### config.mk
export PLATFORM = sky130hd
export DESIGN_NAME = writeback_unit_flat
export DESIGN_NICKNAME = d
export VERILOG_FILES = /design/src/rtl/processor_pkg.sv /design/src/rtl/writeback_unit_if.sv /design/src/rtl/wb_fifo.sv /design/src/rtl/writeback_unit.sv /design/src/flat_wrapper.sv
export SDC_FILE = /design/constraint.sdc
export NUM_CORES = 1
export LEC_CHECK = 0
export ABC_CLOCK_PERIOD_IN_PS = 3500
export CAP_MARGIN = 0
export CORE_MARGIN = 10
export CORE_UTILIZATION = 39
export DETAILED_ROUTE_END_ITERATION = 8
export MAX_ROUTING_LAYER = met4
export PLACE_DENSITY = 0.67
export SLEW_MARGIN = 0
export SYNTH_ARGS = -nofsm -noshare
export SYNTH_HDL_FRONTEND = slang
export SYNTH_HIERARCHICAL = 1
export SYNTH_SLANG_ARGS = --single-unit
### constraint.sdc
create_clock -name clk -period 3.5 [get_ports clk]
set_clock_uncertainty 0.05 [all_clocks]
set_input_delay 0.875 -clock clk [delete_from_list [all_inputs] [get_ports clk]]
set_output_delay 0.875 -clock clk [all_outputs]
set_load 0.02 [all_outputs]
### src/rtl/processor_pkg.sv
// processor_pkg: shared register-file constants, writeback entry type and register names
package processor_pkg;
  localparam int DATA_W = 24;
  localparam int REG_COUNT = 16;
  localparam int REG_ADDR_W = 4;
  typedef struct packed {
    logic [REG_ADDR_W-1:0] dest;
    logic [DATA_W-1:0] data;
  } wb_entry_t;
  typedef enum logic [REG_ADDR_W-1:0] {
    ZERO = 4'd0,
    SP = 4'd1,
    LR = 4'd2,
    CPSR = 4'd3,
    PC = 4'd15
  } reg_name_t;
  function automatic logic is_real(input logic [REG_ADDR_W-1:0] d);
    return d != ZERO;
  endfunction
endpackage

### src/rtl/writeback_unit_if.sv
// writeback_unit_if: result inputs, issue announcements and register-file write port
//   master drives alu_*/mem_*/issue_*; slave drives in_ready, issue_ready, reg_write_*, pending_mask, overflow
interface writeback_unit_if #(
  parameter int N = processor_pkg::DATA_W
);
  import processor_pkg::*;
  logic alu_valid;
  logic [REG_ADDR_W-1:0] alu_dest;
  logic [N-1:0] alu_data;
  logic mem_valid;
  logic [REG_ADDR_W-1:0] mem_dest;
  logic [N-1:0] mem_data;
  logic in_ready;
  logic issue_valid;
  logic [REG_ADDR_W-1:0] issue_dest;
  logic issue_ready;
  logic reg_write_en;
  logic [REG_ADDR_W-1:0] reg_write_dest;
  logic [N-1:0] reg_write_data;
  logic [REG_COUNT-1:0] pending_mask;
  logic overflow;
  modport master (
    output alu_valid, alu_dest, alu_data, mem_valid, mem_dest, mem_data, issue_valid, issue_dest,
    input in_ready, issue_ready, reg_write_en, reg_write_dest, reg_write_data, pending_mask, overflow
  );
  modport slave (
    input alu_valid, alu_dest, alu_data, mem_valid, mem_dest, mem_data, issue_valid, issue_dest,
    output in_ready, issue_ready, reg_write_en, reg_write_dest, reg_write_data, pending_mask, overflow
  );
endinterface

### src/rtl/wb_fifo.sv
// wb_fifo: pending-write queue with two ordered pushes (a before b) and one pop per cycle
//   clk, rst (async high); push_a/data_a, push_b/data_b; pop; head = oldest entry; count = occupancy
module wb_fifo #(
  parameter int W = 28,
  parameter int DEPTH = 4
) (
  input logic clk,
  input logic rst,
  input logic push_a,
  input logic [W-1:0] data_a,
  input logic push_b,
  input logic [W-1:0] data_b,
  input logic pop,
  output logic [W-1:0] head,
  output logic [$clog2(DEPTH+1)-1:0] count
);
  localparam int AW = $clog2(DEPTH);
  localparam int CW = $clog2(DEPTH + 1);
  logic [W-1:0] mem [DEPTH];
  logic [AW-1:0] wr, rd;
  assign head = mem[rd];
  // b lands behind a when both push, otherwise takes a's slot
  always_ff @(posedge clk) begin
    if (push_a) mem[wr] <= data_a;
    if (push_b) mem[wr + AW'(push_a)] <= data_b;
  end
  always_ff @(posedge clk or posedge rst) begin
    if (rst) begin
      wr <= '0;
      rd <= '0;
      count <= '0;
    end else begin
      wr <= wr + AW'(push_a) + AW'(push_b);
      rd <= rd + AW'(pop);
      count <= count + CW'(push_a) + CW'(push_b) - CW'(pop);
    end
  end
endmodule

### src/rtl/writeback_unit.sv
// writeback_unit: queues ALU/load results, retires one per cycle to the register file, tracks pending writes
//   clk, rst (async high); bus: slave side of writeback_unit_if
module writeback_unit
  import processor_pkg::*;
#(
  parameter int N = DATA_W,
  parameter int DEPTH = 4
) (
  input logic clk,
  input logic rst,
  writeback_unit_if.slave bus
);
  localparam int CW = $clog2(DEPTH + 1);
  logic [CW-1:0] count;
  logic [REG_ADDR_W+N-1:0] head;
  logic mem_ok, alu_ok, pop, drop, sat;
  logic [2:0] pend [REG_COUNT];
  logic [REG_COUNT-1:1] inc, dec, under;
  assign mem_ok = bus.mem_valid && is_real(bus.mem_dest);
  assign alu_ok = bus.alu_valid && is_real(bus.alu_dest);
  // two free slots guarantee a dual push never overruns, regardless of pop
  assign bus.in_ready = count <= CW'(DEPTH - 2);
  assign pop = count != '0;
  assign bus.issue_ready = !is_real(bus.issue_dest) || pend[bus.issue_dest] != 3'd7;
  assign drop = !bus.in_ready && (mem_ok || alu_ok);
  assign sat = bus.issue_valid && !bus.issue_ready;
  wb_fifo #(.W(REG_ADDR_W + N), .DEPTH(DEPTH)) u_fifo (
    .clk(clk),
    .rst(rst),
    .push_a(bus.in_ready && mem_ok),
    .data_a({bus.mem_dest, bus.mem_data}),
    .push_b(bus.in_ready && alu_ok),
    .data_b({bus.alu_dest, bus.alu_data}),
    .pop(pop),
    .head(head),
    .count(count)
  );
  always_ff @(posedge clk or posedge rst) begin
    if (rst) begin
      bus.reg_write_en <= 1'b0;
      bus.reg_write_dest <= '0;
      bus.reg_write_data <= '0;
    end else begin
      bus.reg_write_en <= pop;
      if (pop) {bus.reg_write_dest, bus.reg_write_data} <= head;
    end
  end
  always_comb begin
    inc = '0;
    dec = '0;
    under = '0;
    bus.pending_mask = '0;
    for (int r = 1; r < REG_COUNT; r++) begin
      inc[r] = bus.issue_valid && bus.issue_ready && bus.issue_dest == REG_ADDR_W'(r);
      dec[r] = bus.reg_write_en && bus.reg_write_dest == REG_ADDR_W'(r);
      under[r] = dec[r] && !inc[r] && pend[r] == '0;
      bus.pending_mask[r] = pend[r] != '0;
    end
  end
  // pend[0] is held at zero so register 0 never looks busy
  always_ff @(posedge clk or posedge rst) begin
    if (rst) for (int r = 0; r < REG_COUNT; r++) pend[r] <= '0;
    else for (int r = 1; r < REG_COUNT; r++)
      pend[r] <= inc[r] && !dec[r] ? pend[r] + 3'd1 :
                 dec[r] && !inc[r] && pend[r] != '0 ? pend[r] - 3'd1 : pend[r];
  end
  always_ff @(posedge clk or posedge rst) begin
    if (rst) bus.overflow <= 1'b0;
    else if (drop || sat || (|under)) bus.overflow <= 1'b1;
  end
endmodule

### src/flat_wrapper.sv
// flat-port wrapper written by rule: the top's interface ports become plain ports
module writeback_unit_flat import processor_pkg::*;
#(
  parameter int N = DATA_W,
  parameter int DEPTH = 4
)
  (clk, rst, bus_alu_valid, bus_alu_dest, bus_alu_data, bus_mem_valid, bus_mem_dest, bus_mem_data, bus_issue_valid, bus_issue_dest, bus_in_ready, bus_issue_ready, bus_reg_write_en, bus_reg_write_dest, bus_reg_write_data, bus_pending_mask, bus_overflow);
  writeback_unit_if #(.N(N)) bus_i ();
  input logic clk;
  input logic rst;
  input wire logic [$bits(bus_i.alu_valid)-1:0] bus_alu_valid;
  input wire logic [$bits(bus_i.alu_dest)-1:0] bus_alu_dest;
  input wire logic [$bits(bus_i.alu_data)-1:0] bus_alu_data;
  input wire logic [$bits(bus_i.mem_valid)-1:0] bus_mem_valid;
  input wire logic [$bits(bus_i.mem_dest)-1:0] bus_mem_dest;
  input wire logic [$bits(bus_i.mem_data)-1:0] bus_mem_data;
  input wire logic [$bits(bus_i.issue_valid)-1:0] bus_issue_valid;
  input wire logic [$bits(bus_i.issue_dest)-1:0] bus_issue_dest;
  output wire logic [$bits(bus_i.in_ready)-1:0] bus_in_ready;
  output wire logic [$bits(bus_i.issue_ready)-1:0] bus_issue_ready;
  output wire logic [$bits(bus_i.reg_write_en)-1:0] bus_reg_write_en;
  output wire logic [$bits(bus_i.reg_write_dest)-1:0] bus_reg_write_dest;
  output wire logic [$bits(bus_i.reg_write_data)-1:0] bus_reg_write_data;
  output wire logic [$bits(bus_i.pending_mask)-1:0] bus_pending_mask;
  output wire logic [$bits(bus_i.overflow)-1:0] bus_overflow;
  assign bus_i.alu_valid = bus_alu_valid;
  assign bus_i.alu_dest = bus_alu_dest;
  assign bus_i.alu_data = bus_alu_data;
  assign bus_i.mem_valid = bus_mem_valid;
  assign bus_i.mem_dest = bus_mem_dest;
  assign bus_i.mem_data = bus_mem_data;
  assign bus_i.issue_valid = bus_issue_valid;
  assign bus_i.issue_dest = bus_issue_dest;
  assign bus_in_ready = bus_i.in_ready;
  assign bus_issue_ready = bus_i.issue_ready;
  assign bus_reg_write_en = bus_i.reg_write_en;
  assign bus_reg_write_dest = bus_i.reg_write_dest;
  assign bus_reg_write_data = bus_i.reg_write_data;
  assign bus_pending_mask = bus_i.pending_mask;
  assign bus_overflow = bus_i.overflow;
  writeback_unit #(.N(N), .DEPTH(DEPTH)) u_core (.clk(clk), .rst(rst), .bus(bus_i));
endmodule
### After elaboration in Yosys (flattened, before gate mapping)

Memories as Yosys holds them, arrays and structs flattened. A register that Yosys moved wholly into a read port is not among the register bits.
Cells that the tools add are included.

* register bits after elaboration: 54
* memories kept: 1
* word-level logic and storage cells: 312
* bits in writable memories: 112

* eq/ne operators: 31
* reduce and logical (&&, ||, !) cells: 184
* add/subtract/negate cells: 36
* bitwise gates (word level): 1
* order comparisons: 2
* multiplexer cells: 37

Memories
* u_core.u_fifo.mem: words 4, bits a word 28, rd ports 1, clocked after Yosys merged registers in 1, wr ports 2, RTL line wb_fifo.sv:19 `logic [W-1:0] mem [DEPTH];`

Operators with widths (number)
* $logic_and A1 B1 Y1: 97
* $mux W3: 32
* $eq A4 B4 Y1 const B: 16
* $reduce_bool A3 Y1: 16
* $add A3 B1 Y3 const B: 15
* $logic_not A3 Y1: 15
* $sub A3 B1 Y3 const B: 15
* $logic_not A1 Y1: 33
* $eq A4 B3 Y1 const B: 8
* $reduce_bool A2 Y1: 15
* $eq A4 B2 Y1 const B: 4
* $reduce_or A15 Y1: 1
* $bmux W3 S4: 1
* $reduce_bool A4 Y1: 3
* $eq A4 B1 Y1 const B: 2
* $add A2 B1 Y2: 3
* $add A3 B1 Y3: 2
* $ge A5 B5 Y1 const B: 1
* $not A4 Y5: 1
* $logic_or A1 B1 Y1: 4
* $mux W1: 4
* $le A3 B2 Y1 const B: 1
* $ne A3 B3 Y1 const B: 1
* $sub A3 B1 Y3: 1

### Longest topological paths before layout

Gate-level depths: netlist of run 1.

* depth in word-level cells: 13
* gate-level depth with buffers: 13
* gate-level depth less buffers: 11

### Hierarchy

The synthesis of run 1 kept the hierarchy.

By module, submodules not included
* wb_fifo: cells each 303, area an instance 5780.5 µm², times used 1
* writeback_unit: cells each 458, area an instance 4798.4 µm², times used 1

### Worst setup path before layout of run 1

Ideal clock, no wire load.

* path kind: input to register
* from: in bus_issue_dest[0]
* to: reg u_core/pend[2] (netlist name)
* stages: 12
* path slack: -0.601 ns
* buffers on the path: 1
* data required time: 3.371 ns
* data arrival time: 3.971 ns
* path through: buf_2 > mux4_2 > o22a_1 > o31ai_4 > or3_1 > nand3_1 > or2_2 > fa_1 > or3_1 > o21bai_1 > mux2_2 > mux2i_1

* longest elaborated chain between the ends: 12
* elaborated cells on any way between the ends: 17
* classes of those cells: eq/ne (2); mux (4); bitwise (1); reduce/logical (10)

Ends and longest elaborated chain
* from (decl): RTL line flat_wrapper.sv:18 `input wire logic [$bits(bus_i.issue_dest)-1:0] bus_issue_dest;`
* $not A4 Y5 (not written as such): RTL line writeback_unit.sv:24 `assign bus.issue_ready = !is_real(bus.issue_dest) || pend[bus.issue_dest] != 3'd7;`
* $bmux W3 S4: RTL line writeback_unit.sv:24
* $mux W3 (not written as such) (2 in a row): RTL line writeback_unit.sv:24
* $ne A3 B3 Y1: RTL line writeback_unit.sv:24
* $logic_or A1 B1 Y1 *: RTL line writeback_unit.sv:24
* via bus_issue_ready: RTL line flat_wrapper.sv:20 `output wire logic [$bits(bus_i.issue_ready)-1:0] bus_issue_ready;`
* $logic_and A1 B1 Y1 * (2 in a row): RTL line writeback_unit.sv:54 `inc[r] = bus.issue_valid && bus.issue_ready && bus.issue_dest == REG_ADDR_W'(r);`
* $logic_not A1 Y1: RTL line writeback_unit.sv:65 `dec[r] && !inc[r] && pend[r] != '0 ? pend[r] - 3'd1 : pend[r];`
* $logic_and A1 B1 Y1 (2 in a row): RTL line writeback_unit.sv:65
* $reduce_bool A2 Y1 (no line)
* to (signal, indexed assignment): RTL line writeback_unit.sv:64 `pend[r] <= inc[r] && !dec[r] ? pend[r] + 3'd1 :`
* to (decl): RTL line writeback_unit.sv:17 `logic [2:0] pend [REG_COUNT];`

The timed path passes the listed nets; every way through them passes the cells marked *. The select of a mux whose other input is x is not followed.
A chain may end at the register's enable or synchronous reset.

### Worst setup path in the final report of run 1

* from: in bus_issue_dest[1]
* to: reg u_core/pend[2] (netlist name)

* longest elaborated chain between the ends: 12
* elaborated cells on any way between the ends: 17
* classes of those cells: eq/ne (2); mux (4); bitwise (1); reduce/logical (10)

Ends and longest elaborated chain (RTL line)
* $not A4 Y5 (not written as such): writeback_unit.sv:24
* $bmux W3 S4: writeback_unit.sv:24
* $mux W3 (not written as such) (2 in a row): writeback_unit.sv:24
* $ne A3 B3 Y1: writeback_unit.sv:24
* $logic_or A1 B1 Y1: writeback_unit.sv:24
* $logic_and A1 B1 Y1: writeback_unit.sv:54
* $logic_and A1 B1 Y1 *: writeback_unit.sv:54
* $logic_not A1 Y1: writeback_unit.sv:65
* $logic_and A1 B1 Y1 (2 in a row): writeback_unit.sv:65
* $reduce_bool A2 Y1 (no line)

Mark *: on every way between the ends. The rest lies on a longest branch, timed or not. The select of a mux whose other input is x is not followed.

==> results of run 1 <==
==> metal layers <==
metal,share of wire (%),wire [µm],up-vias,track usage (%)
met5,0,0,-,-
met4,1.9,529,0,4.91
met2,50,13700,234,28.3
met1,42,11500,3695,20.2
met3,5.5,1510,33,3.41
li1,-,-,3350,-
==> path summary, 6_finish.rpt <==
path	end	startpoint	cells past startpoint	slack, ps
min in group asynchronous	u_core/u_fifo/wr[0]	rst	2	710
hold / removal	u_core/pend[41]	u_core/pend[41]	1	450
setup / recovery	u_core/pend[2]	bus_issue_dest[1]	14	60
setup reg to reg	u_core/pend[2]	u_core/pend[9]	11	220
hold reg to reg	u_core/pend[41]	u_core/pend[41]	1	450
max in group asynchronous	u_core/pend[24]	rst	3	1950
==> layout make-up <==
class	instances	area share, %
Timing Repair Buffer	229	15.8
Clock inverter	15	1.56
Sequential cell	194	39.3
Tap cell	341	3.10
Clock buffer	17	3.09
Inverter	33	0.908
Multi-Input combinational cell	495	36.3
==> per-stage QoR <==
step                setup WS [ps]  util [%]  cell area, µm²  cells
finish                       58.2      51.4           13800   1324
global route                -42.6      51.4           13800   1324
CTS                         -2.32      51.2           13700   1323
detailed placement           -931      48.4           13000   1285
global placement             -884      48.4           13000   1285
floorplan                    -424         -           10600    761
==> synthesized netlist by cell type (all sizes together), types with 17 or more instances <==
cell type	n	area, µm²
buf	27	159
dfrtp	82	2050
edfxtp	112	3360
fa	17	340
inv	33	124
mux2	158	1810
mux2i	18	180
mux4	30	676
nand2	19	71.3
nor2	27	101
nor3	22	115
o21ai	20	100
==> where the power goes <==
part	internal, mW	switching [mW]	total [mW]
sequential	3.35	0.718	4.07
clock	1.06	1.06	2.12
combinational	2.50	2.30	4.80
total	6.91	4.07	11.0
==> cells by family after synthesis <==
kind of cell / count (synthesis) / share of synthesized area, %
XOR/XNOR: 19 / 1.57
adder cells (fa/ha/maj): 21 / 3.69
flip-flops: 194 / 51.2
AND/OR/NAND/NOR: 148 / 7.69
AO/OA/AOI/OAI: 99 / 7.46
multiplexers: 206 / 25.2
other: 1 / 0.0354
buffers and inverters: 73 / 3.13
==> sequential cells by signal, summed over array words and instances (netlist names) <==
register                   count
u_core/pend                   45
u_core/bus.reg_write_data     24
u_core/u_fifo/mem            112
u_core/u_fifo/wr               2
u_core/u_fifo/count            3
u_core/bus.overflow            1
u_core/u_fifo/rd               2
u_core/bus.reg_write_en        1
u_core/bus.reg_write_dest      4
==> worst max-delay path: cells and delay by family <==
kind | cells | cell delay [ps]
AO/OA/AOI/OAI | 3 | 520
buffers and inverters | 3 | 420
adder cells (fa/ha/maj) | 1 | 370
multiplexers | 3 | 680
AND/OR/NAND/NOR | 4 | 890
==> timing repair <==
| action | in CTS | in global routing |
|---|---|---|
| pin swaps | 9 | 6 |
| setup buffers | 5 | 0 |
| resized for setup | 25 | 12 |
| endpoints found under the setup margin | 31 | 17 |
| cloned | 1 | 1 |
==> flow_summary.json, run 1 <==
{
  "layout_min_cycle_time_ps": 3440,
  "tns_ps": 0,
  "hold_violations": 0,
  "cp_max_fo": 7,
  "numCtsBuffers": 17,
  "path_class": "in -> reg",
  "synth-seq-area-share_pct": 51.2,
  "status": "completed",
  "max_cap_viol_count": 0,
  "worstSetupStartpointType": "input pin",
  "multi_input_area_mm2": 0.00500,
  "finalCritPeriodShare_pct": 98.3,
  "first_pass_iters": 5,
  "nets": 1056,
  "clock-sinks": 194,
  "ys_seq_elements": 194,
  "timing.fmax_ghz": 0.291,
  "final-seq-area_mm2": 0.00542,
  "core_area_mm2": 0.0268,
  "initial_core_util_pct": 39.5,
  "cp_slowest_cell": "fa_1",
  "routabilityCongestion": 0.929,
  "path_clk_slew_ps": 80,
  "wirelength_um": 27300,
  "antenna_found_initial": 0,
  "syn-instance-count": 761,
  "routedWlPerCell_um": 20.6,
  "hold_class": "reg -> reg",
  "io_pins": 113,
  "ys_dominant_reg_cell": "edfxtp_1",
  "path_cells": "buf_2 -> buf_12 -> buf_4 -> mux4_2 -> o22a_1 -> o31ai_4 -> or3_4 -> nand3_2 -> or2_2 -> fa_1 -> or3_1 -> o21bai_1 -> mux2_2 -> mux2i_1",
  "area_growth_pct": 30.3,
  "core.rowCount": 60,
  "max_stage_delay_ps": 370,
  "htreeDepth": 4,
  "tritoncts": "built",
  "drt_iter0_drc": 569,
  "grt_pass1_vias": 7831,
  "synth_fp_nets": 847,
  "overflow": 0,
  "max-slew-margin-rel_pct": 52.5,
  "drc": 0,
  "ys_async_sr_fraction_pct": 42.3,
  "grt_max_degree": 55,
  "worst_pin_slew_ps": 706,
  "clock_path_buffers": 2,
  "cts_hold_buf": 0,
  "critPathArrivalTime_ps": 3750,
  "ys_types": 77,
  "layout-drive-gt1-share_pct": 39.5,
  "fill_cells": 2274,
  "chipHeight_um": 185,
  "grt_pass1_wl_um": 43300,
  "cts_root_buf": "clkbuf_16",
  "io_buffers": 111,
  "dieArea_mm2": 0.0341,
  "synth-edff-count": 112,
  "maxSlewViolCount": 0,
  "clk_latency_ps": 460,
  "critPathCaptureType": "register",
  "synthesis.area_mm2": 0.0106,
  "mostFrequentLayoutCells": "146 x mux2_2, 112 x edfxtp_1, 106 x clkdlybuf4s50_1",
  "avgSynthCellArea_um2": 13.9,
  "routed-via-count": 7312,
  "finalSetupViolCount": 0,
  "rsz0062_at_grt": "true",
  "grt_util_all_layers_pct": 16.9,
  "ys_warn_count": 12,
  "diodes": 0,
  "dp_hpwl_um": 19300,
  "critPathRequiredTime_ps": 3810,
  "via_per_inst": 5.52,
  "hold_slack_ps": 449,
  "antenna_left": 0,
  "power.total_mw": 11.0,
  "dieWidth_um": 185,
  "p_leak_nw": 5.15,
  "p_per_area_mw_per_mm2": 797,
  "mostFrequentLayoutCell": "mux2_2",
  "vdd_drop_max_mv": 0.478
}
Power figures use the tool's default switching activity.
==> run 2, diff against run 1 <==
--- a/config.mk
+++ b/config.mk
@@ -5,11 +5,12 @@
 export SDC_FILE = /design/constraint.sdc
 export NUM_CORES = 1
 export LEC_CHECK = 0
-export ABC_CLOCK_PERIOD_IN_PS = 3500
+export ABC_CLOCK_PERIOD_IN_PS = 2900
 export CAP_MARGIN = 0
 export CORE_MARGIN = 10
 export CORE_UTILIZATION = 39
 export DETAILED_ROUTE_END_ITERATION = 8
+export GPL_ROUTABILITY_DRIVEN = 0
 export MAX_ROUTING_LAYER = met4
 export PLACE_DENSITY = 0.67
 export SLEW_MARGIN = 0
==> constraint.sdc (replaced) <==
create_clock -name clk -period 2.9 [get_ports clk]
set_clock_uncertainty 0.05 [all_clocks]
set_input_delay 0.725 -clock clk [delete_from_list [all_inputs] [get_ports clk]]
set_output_delay 0.725 -clock clk [all_outputs]
set_load 0.02 [all_outputs]
==> flow_summary.json, run 2 (same netlist as run 1, synthesis figures left out) <==
{
  "maxSlewViolCount": 0,
  "grt_pass1_vias": 8001,
  "area_growth_pct": 38.4,
  "p_leak_nw": 5.57,
  "r2r-start": "u_core/pend[24]",
  "cp-startpoint": "bus_issue_dest[0]",
  "cts_hold_buf": 0,
  "path_class": "in -> reg",
  "nets": 1115,
  "routedWlPerCell_um": 20.4,
  "first_pass_iters": 5,
  "r2r_end": "u_core/pend[23]",
  "core_area_mm2": 0.0268,
  "drc": 0,
  "multi_input_area_mm2": 0.00538,
  "dp_slack_ps": -1200,
  "rsz0062_at_grt": "true",
  "hold_violations": 0,
  "vdd_drop_max_mv": 0.434,
  "drt_iter0_drc": 495,
  "max_cap_viol_count": 0,
  "cp_slowest_cell": "or4_4",
  "cts_root_buf": "clkbuf_16",
  "finalCritPeriodShare_pct": 109,
  "routed-via-count": 7536,
  "setup_slack_ps": -271,
  "clock_path_buffers": 2,
  "largest_reg_flops": 112,
  "hold_slack_ps": 453,
  "tritoncts": "built",
  "antenna_left": 0,
  "cp_max_fo": 6,
  "reg2reg_depth": 12,
  "final-seq-area_mm2": 0.00542,
  "critPathCaptureType": "register",
  "io_pins": 113,
  "power.total_mw": 14.0,
  "diodes": 0,
  "numCtsBuffers": 17,
  "max-slew-margin-rel_pct": 52.0,
  "timing.fmax_ghz": 0.315,
  "worst_pin_slew_ps": 701,
  "io_buffers": 111,
  "wirelength_um": 28200,
  "dp.cells": 1323,
  "chipHeight_um": 185,
  "reg.largest.list": "u_core/u_fifo/mem: 112 flops, u_core/pend: 45 flops, u_core/bus.reg_write_data: 24 flops",
  "critPathArrivalTime_ps": 3440,
  "via_per_inst": 5.45,
  "path_clk_slew_ps": 80,
  "dp_hpwl_um": 19500,
  "cp-endpoint": "u_core/pend[23]",
  "critPathRequiredTime_ps": 3170,
  "mostFrequentLayoutCells": "152 x buf_4, 140 x mux2_2, 112 x edfxtp_1",
  "violations": "negative setup slack",
  "mostFrequentLayoutCell": "buf_4",
  "antenna_found_initial": 0,
  "status": "finished, violations left",
  "core.rowCount": 60,
  "top_register": "u_core/u_fifo/mem",
  "dieWidth_um": 185,
  "finalSetupViolCount": 23,
  "final_cells": 1383,
  "max_stage_delay_ps": 550,
  "worstSetupStartpointType": "input pin",
  "grt_pass1_wl_um": 43600,
  "initial_core_util_pct": 39.5,
  "r2r_setup_slack_ps": -260,
  "p_per_area_mw_per_mm2": 954,
  "layout_min_cycle_time_ps": 3170,
  "tns_ps": -3300,
  "grt_max_degree": 33,
  "htreeDepth": 4,
  "clock-sinks": 194,
  "hold_class": "reg -> reg",
  "overflow": 0,
  "grt_util_all_layers_pct": 16.9,
  "fill_cells": 2172,
  "dieArea_mm2": 0.0341,
  "clk_latency_ps": 440,
  "path_cells": "buf_6 -> mux4_2 -> o22a_1 -> o31ai_4 -> buf_6 -> o31ai_4 -> buf_4 -> or4_4 -> fa_2 -> nand3_2 -> or3_4 -> o31a_1 -> o21ai_1",
  "layout-drive-gt1-share_pct": 48.2
}
run 2: where the power goes:
group / switching, mW / leakage [nW] / internal [mW]
sequential: 0.685 / 1.99 / 4.05
combinational: 3.21 / 3.29 / 3.58
clock: 1.26 / 0.300 / 1.19
total: 5.15 / 5.57 / 8.81
run 2: stage by stage:
stage / utilization, % / cell area [µm²]
floorplan: - / 10800
global placement: 50.0 / 13400
detailed placement: 50.0 / 13400
CTS: 53.5 / 14300
global route: 54.6 / 14600
finish: 54.6 / 14600
run 2: worst min path at each step:
stage / start / to / slack (ps) / depth (start not counted)
6_report: u_core/pend[5] / u_core/pend[5] / 450 / 1
5_1_grt: u_core/bus.reg_write_data[15] / u_core/bus.reg_write_data[15] / 480 / 1
4_1_cts: u_core/pend[5] / u_core/pend[5] / 460 / 1
3_5_place_dp: u_core/pend[5] / u_core/pend[5] / 440 / 1
3_3_place_gp: u_core/bus.reg_write_data[7] / u_core/bus.reg_write_data[7] / 440 / 1
2_1_floorplan: u_core/pend[41] / u_core/pend[41] / 400 / 1
run 2: final cells by class:
type                    count  area share (%)
flip-flops and latches    194            37.0
multi-input cells         494            36.7
repair buffers            289            18.3
well taps                 341            2.91
clock buffers              17            2.91
clock inverters            15            1.32
inverters                  33           0.855
run 2: repair_timing:
| action | 4_1_cts | 5_1_grt |
|---|---|---|
| pin swaps | 26 | 29 |
| setup buffers | 19 | 13 |
| gates cloned | 0 | 2 |
| gates resized for setup | 64 | 57 |
| setup endpoints to repair | 206 | 167 |
run 2: critical path, delay by kind of cell:
family	cells	cell delay, ps
muxes	1	490
and+or+nand+nor	3	750
buffers and inverters	3	430
AOI/OAI and AO/OA	5	640
adders and majority gates	1	400
run 2: metal layers:
metal,vias up,GRT usage [%],share of wire (%)
li1,3452,-,-
met1,3853,20.7,44
met2,202,28.3,51
met3,29,3.15,4.4
met4,0,4.23,1.4
met5,-,-,0
==> run 3, diff against run 2 <==
--- a/config.mk
+++ b/config.mk
@@ -5,10 +5,11 @@
 export SDC_FILE = /design/constraint.sdc
 export NUM_CORES = 1
 export LEC_CHECK = 0
-export ABC_CLOCK_PERIOD_IN_PS = 2900
+export ABC_CLOCK_PERIOD_IN_PS = 2700
 export CAP_MARGIN = 0
 export CORE_MARGIN = 10
 export CORE_UTILIZATION = 39
+export CTS_CLUSTER_SIZE = 14
 export DETAILED_ROUTE_END_ITERATION = 8
 export GPL_ROUTABILITY_DRIVEN = 0
 export MAX_ROUTING_LAYER = met4
==> constraint.sdc (replaced) <==
create_clock -name clk -period 2.7 [get_ports clk]
set_clock_uncertainty 0.05 [all_clocks]
set_input_delay 0.54 -clock clk [delete_from_list [all_inputs] [get_ports clk]]
set_output_delay 0.54 -clock clk [all_outputs]
set_load 0.02 [all_outputs]
==> flow_summary.json, run 3 (same netlist as run 1, synthesis figures left out) <==
{
  "core.rowCount": 60,
  "max-slew-margin-rel_pct": 60.6,
  "worst_pin_slew_ps": 591,
  "dieArea_mm2": 0.0341,
  "finalCritPeriodShare_pct": 115,
  "tritoncts": "built",
  "routed-via-count": 7612,
  "clk_latency_ps": 440,
  "layout_min_cycle_time_ps": 3120,
  "drc": 0,
  "dieWidth_um": 185,
  "grt_pass1_vias": 8330,
  "hold_slack_ps": 396,
  "routedWlPerCell_um": 20.3,
  "reg2reg_depth": 11,
  "r2r-start": "u_core/pend[24]",
  "io_pins": 113,
  "dp_slack_ps": -1250,
  "via_per_inst": 5.44,
  "critPathArrivalTime_ps": 3420,
  "drt_iter0_drc": 485,
  "io_buffers": 111,
  "path_cells": "mux4_2 -> o22a_1 -> o31ai_4 -> or3_4 -> nand3_4 -> or2_4 -> fa_2 -> or3_4 -> o21bai_4 -> mux2_4 -> mux2i_1",
  "cp_max_fo": 4,
  "cp_slowest_cell": "mux4_2",
  "core_area_mm2": 0.0268,
  "cts_root_buf": "clkbuf_16",
  "htreeDepth": 4,
  "p_per_area_mw_per_mm2": 1030,
  "critPathCaptureType": "register",
  "antenna_found_initial": 0,
  "p_leak_nw": 5.66,
  "path_clk_slew_ps": 90,
  "area_growth_pct": 40.3,
  "initial_core_util_pct": 39.5,
  "vdd_drop_max_mv": 0.548,
  "violations": "negative setup slack",
  "cp-startpoint": "u_core/pend[24]",
  "wirelength_um": 28400,
  "clock_path_buffers": 2,
  "largest_reg_flops": 112,
  "grt_pass1_wl_um": 45200,
  "cpMostUsedCell": "or3_4",
  "worstSetupStartpointType": "register",
  "antenna_left": 0,
  "clock-sinks": 194,
  "critPathRequiredTime_ps": 3000,
  "grt_util_all_layers_pct": 17.4,
  "max_stage_delay_ps": 480,
  "cts_hold_buf": 0,
  "dp_hpwl_um": 20400,
  "timing.fmax_ghz": 0.321,
  "chipHeight_um": 185,
  "diodes": 0,
  "top_register": "u_core/u_fifo/mem",
  "nets": 1131,
  "finalSetupViolCount": 34,
  "first_pass_iters": 5,
  "r2r_end": "u_core/pend[2]",
  "mostFrequentLayoutCell": "buf_4",
  "reg.largest.list": "u_core/u_fifo/mem: 112 flops, u_core/pend: 45 flops, u_core/bus.reg_write_data: 24 flops",
  "final_cells": 1399,
  "path_class": "reg -> reg",
  "r2r_setup_slack_ps": -420,
  "hold_class": "in -> async",
  "setup_slack_ps": -417,
  "layout-drive-gt1-share_pct": 48.2,
  "grt_max_degree": 31,
  "max_cap_viol_count": 0,
  "maxSlewViolCount": 0,
  "status": "finished, violations left",
  "cp-endpoint": "u_core/pend[2]",
  "hold_violations": 0,
  "overflow": 0,
  "power.total_mw": 15.3,
  "numCtsBuffers": 17,
  "rsz0062_at_grt": "true",
  "mostFrequentLayoutCells": "162 x buf_4, 142 x mux2_2, 112 x edfxtp_1",
  "dp.cells": 1341
}
[run 3: cell count changes in the layout (fill, tap and decap cells not counted), moves of 3 or more]
cell	before	now
buf_12	11	22
o31ai_4	6	9
buf_4	152	162
o21ai_1	8	5
clkdlybuf4s50_1	101	98
inv_8	4	0
buf_6	14	9
[run 3: worst max-delay path: cells and delay by family (launching register included)]
family | cells | cell delay, ps
DFF | 1 | 410
adders and majority gates | 1 | 340
muxes | 3 | 850
and+or+nand+nor | 4 | 870
AOI/OAI and AO/OA | 3 | 510
[run 3: report_power, final]
group / switching (mW) / internal (mW) / total (mW) / leakage, nW
logic: 3.54 / 4.04 / 7.58 / 3.37
clock network: 1.41 / 1.30 / 2.71 / 0.303
registers: 0.701 / 4.34 / 5.05 / 1.99
[run 3: metrics by stage]
step / utilization (%) / TNS, ps / instance area (µm²)
after global placement: 50.8 / -144560 / 13600
after CTS: 54.9 / -6270 / 14700
final: 55.4 / -7140 / 14800
after global routing: 55.4 / -10230 / 14800
after detailed placement: 50.8 / -149880 / 13600
after floorplan: - / -9650 / 10800
[run 3: metal layers]
metal / vias up / share of wire (%) / GRT usage (%)
met3: 31 / 4.8 / 3.17
met2: 207 / 51 / 29.5
met4: 0 / 1.4 / 4.68
li1: 3504 / - / -
met1: 3870 / 43 / 21.0
met5: - / 0 / -
[run 3: how the worst min path moves through the flow]
| stage | start | depth (start not counted) | to |
|---|---|---|---|
| 2_1_floorplan | rst | 1 | u_core/u_fifo/count[0] |
| 3_3_place_gp | u_core/bus.reg_write_data[21] | 1 | u_core/bus.reg_write_data[21] |
| 3_5_place_dp | u_core/bus.reg_write_data[10] | 1 | u_core/bus.reg_write_data[10] |
| 4_1_cts | rst | 2 | u_core/u_fifo/wr[1] |
| 5_1_grt | rst | 2 | u_core/u_fifo/wr[1] |
| 6_report | rst | 2 | u_core/u_fifo/wr[1] |
[run 3: area by class of cell]
cell class / instances / area, µm²
Fill cell: 2133 / 12000
Sequential cell: 194 / 5420
Multi-Input combinational cell: 495 / 5340
Timing Repair Buffer: 304 / 2890
Tap cell: 341 / 427
Clock buffer: 17 / 425
Clock inverter: 15 / 216
Inverter: 33 / 125
[run 3: timing repair]
item,in CTS,in global routing
cloned,2,0
pin swaps,28,14
setup buffers,21,4
endpoints found under the setup margin,242,49
gates resized for setup,76,25
==> variant, RTL diff (config.mk and constraints of run 2) <==
`DEPTH` is set to 4 in 3 places; all go to 2.
--- a/src/rtl/wb_fifo.sv
+++ b/src/rtl/wb_fifo.sv
@@ -2,7 +2,7 @@
 //   clk, rst (async high); push_a/data_a, push_b/data_b; pop; head = oldest entry; count = occupancy
 module wb_fifo #(
   parameter int W = 28,
-  parameter int DEPTH = 4
+  parameter int DEPTH = 2
 ) (
   input logic clk,
   input logic rst,
--- a/src/rtl/writeback_unit.sv
+++ b/src/rtl/writeback_unit.sv
@@ -4,7 +4,7 @@
   import processor_pkg::*;
 #(
   parameter int N = DATA_W,
-  parameter int DEPTH = 4
+  parameter int DEPTH = 2
 ) (
   input logic clk,
   input logic rst,
--- a/src/flat_wrapper.sv
+++ b/src/flat_wrapper.sv
@@ -2,7 +2,7 @@
 module writeback_unit_flat import processor_pkg::*;
 #(
   parameter int N = DATA_W,
-  parameter int DEPTH = 4
+  parameter int DEPTH = 2
 )
   (clk, rst, bus_alu_valid, bus_alu_dest, bus_alu_data, bus_mem_valid, bus_mem_dest, bus_mem_data, bus_issue_valid, bus_issue_dest, bus_in_ready, bus_issue_ready, bus_reg_write_en, bus_reg_write_dest, bus_reg_write_data, bus_pending_mask, bus_overflow);
   writeback_unit_if #(.N(N)) bus_i ();
Check against the original RTL: not equivalent (a bounded check fails within 4 cycles, from zero or initial values and one cycle with rst high).
==> variant against run 2 <==
  * Combinational power shrank 26%
  * Routed wire length shrank 27%
  * Power down 24%
  * Setup slack better by 0.28 ns
  * First-iteration DRC count decreased by 18%
  * Sequential cell count decreased by 59
  * Design area fell by 25%
  * Die area decreased by 22%
  * Register-to-register slack improved by 0.29 ns
  * Sequential share of layout area is 3.8 points lower
  * Synthesized area decreased by 25%
==> variant: results (changes against run 2) <==
| Metric | Value |
|---|---|
| Ranking of synthesized cells by area | dfrtp_1 25%, edfxtp_1 21%, mux2_2 10%, mux2_4 9.5%, fa_1 4.5% |
| Outcome | finished, final reports clean |
| Placement Setup Slack | -0.990 ns (+0.215 ns) |
| All-layer global routing usage | 16.0% (-0.93 points) |
| Setup Fix Bufs, Post-CTS | 7 (-12) |
| Top post-synthesis cells by count | 79 x dfrtp_1, 73 x mux2_2, 56 x edfxtp_1 |
| Drt first pass iters | 5 (unchanged) |
| Vias in the first global route | 6326 (-21%) |
| First-iteration detailed-routing DRC count | 408 (-18%) |
| Number of gates resized after CTS | 54 (-16%) |
| Transition time of the tightest slew-check pin | 0.615 ns (-0.0862 ns) |
| WP data arrival | 3.16 ns (-0.28 ns) |
| Reg2reg setup slack | 0.03 ns (+0.29 ns) |
| Mux contribution to synthesized area | 21.2% (-4.0 points) |
| Flip-flop count of the largest register after layout | 56 (-50%) |
| Synth Area in Compound Gates | 10.7% (+3.2 points) |
| Synth Area in XOR/XNOR | 1.51% (-0.061 points) |
| Post-synth cell types | 78 (+1.3%) |
| Crit path largest cell delay | 0.49 ns (-0.06 ns) |
| Bufs on Longest Clock Path | 2 (unchanged) |
| Period utilization | 99.8% (-9.5 points) |
| Hpwl dp | 15.0 mm (-23%) |
| Adder-cell share of the synthesized area | 5.17% (+1.5 points) |
| Leakage | 4.31 nW (-23%) |
| Via density per instance | 5.29 (-3.0%) |
| CP delay by family, top | compound AO/OA/AOI/OAI gates |
| Nets | 940 (-16%) |
| Switch Pwr | 0.00400 W (-22%) |
| Post-synthesis sequential area ratio | 46.1% (-5.1 points) |
| Async set-or-reset flop fraction in the synthesized netlist | 58.5% (+16 points) |
| Post-synth net total | 720 (-15%) |
| Worst Path Max Fanout | 5 (-1) |
| Pin count of the biggest net entering global routing | 42 (+27%) |
| Sequential power share | 31.8% (-2.1 points) |
| EDFF count, synth | 56 (-50%) |
| Slowest-stage cell, CP | mux4_2 |
| Average wire per standard cell | 18.2 um (-11%) |
| Clock network fraction of total power | 20.8% (+3.3 points) |
| Peak supply drop | 0.493 mV (+14%) |
| Power Internal | 0.00659 W (-25%) |
| Global-route wire length before repair | 32.7 mm (-25%) |
variant: cell count changes in the layout (fill, tap and decap cells not counted), moves of 7 or more:
cell | run 2 | this run
mux2_2 | 140 | 71
inv_1 | 28 | 20
nand2_1 | 17 | 34
mux2i_1 | 15 | 4
nand3_1 | 11 | 25
or3_4 | 7 | 0
buf_4 | 152 | 107
mux4_2 | 30 | 2
buf_6 | 14 | 6
mux2_4 | 18 | 52
nand4_1 | 1 | 8
edfxtp_1 | 112 | 56
variant: metrics by stage:
| stage | hold WS [ns] | instance area, um^2 | instances |
|---|---|---|---|
| 6_report | 0.437 | 11000 | 1136 |
| 5_1_grt | 0.480 | 11000 | 1136 |
| 4_1_cts | 0.440 | 10900 | 1133 |
| 3_5_place_dp | 0.431 | 10100 | 1092 |
| 3_3_place_gp | 0.429 | 10100 | 1092 |
| 2_1_floorplan | 0.406 | 7980 | 633 |
variant: metal layers:
metal / share of wire [%] / GRT usage, %
met1: 43 / 19.3
met5: 0 / -
met4: 1.0 / 4.10
met3: 7.3 / 5.18
met2: 49 / 25.5
variant: worst paths after layout:
check / endpoint / cells after the start / start
min reg2reg: u_core/pend[26] / 1 / u_core/pend[26]
min: u_core/pend[26] / 1 / u_core/pend[26]
min in group asynchronous: u_core/u_fifo/wr / 2 / rst
max in group asynchronous: u_core/bus.reg_write_data[13] / 3 / rst
max reg2reg: u_core/pend[38] / 13 / u_core/pend[30]
max: u_core/pend[38] / 14 / bus_issue_dest[0]
variant: area by class of cell:
cell class	instances	area share [%]
Tap cell	270	3.06
Clock buffer	17	3.86
Multi-Input combinational cell	440	38.1
Clock inverter	15	1.74
Inverter	27	0.930
Timing Repair Buffer	232	19.1
Sequential cell	135	33.2
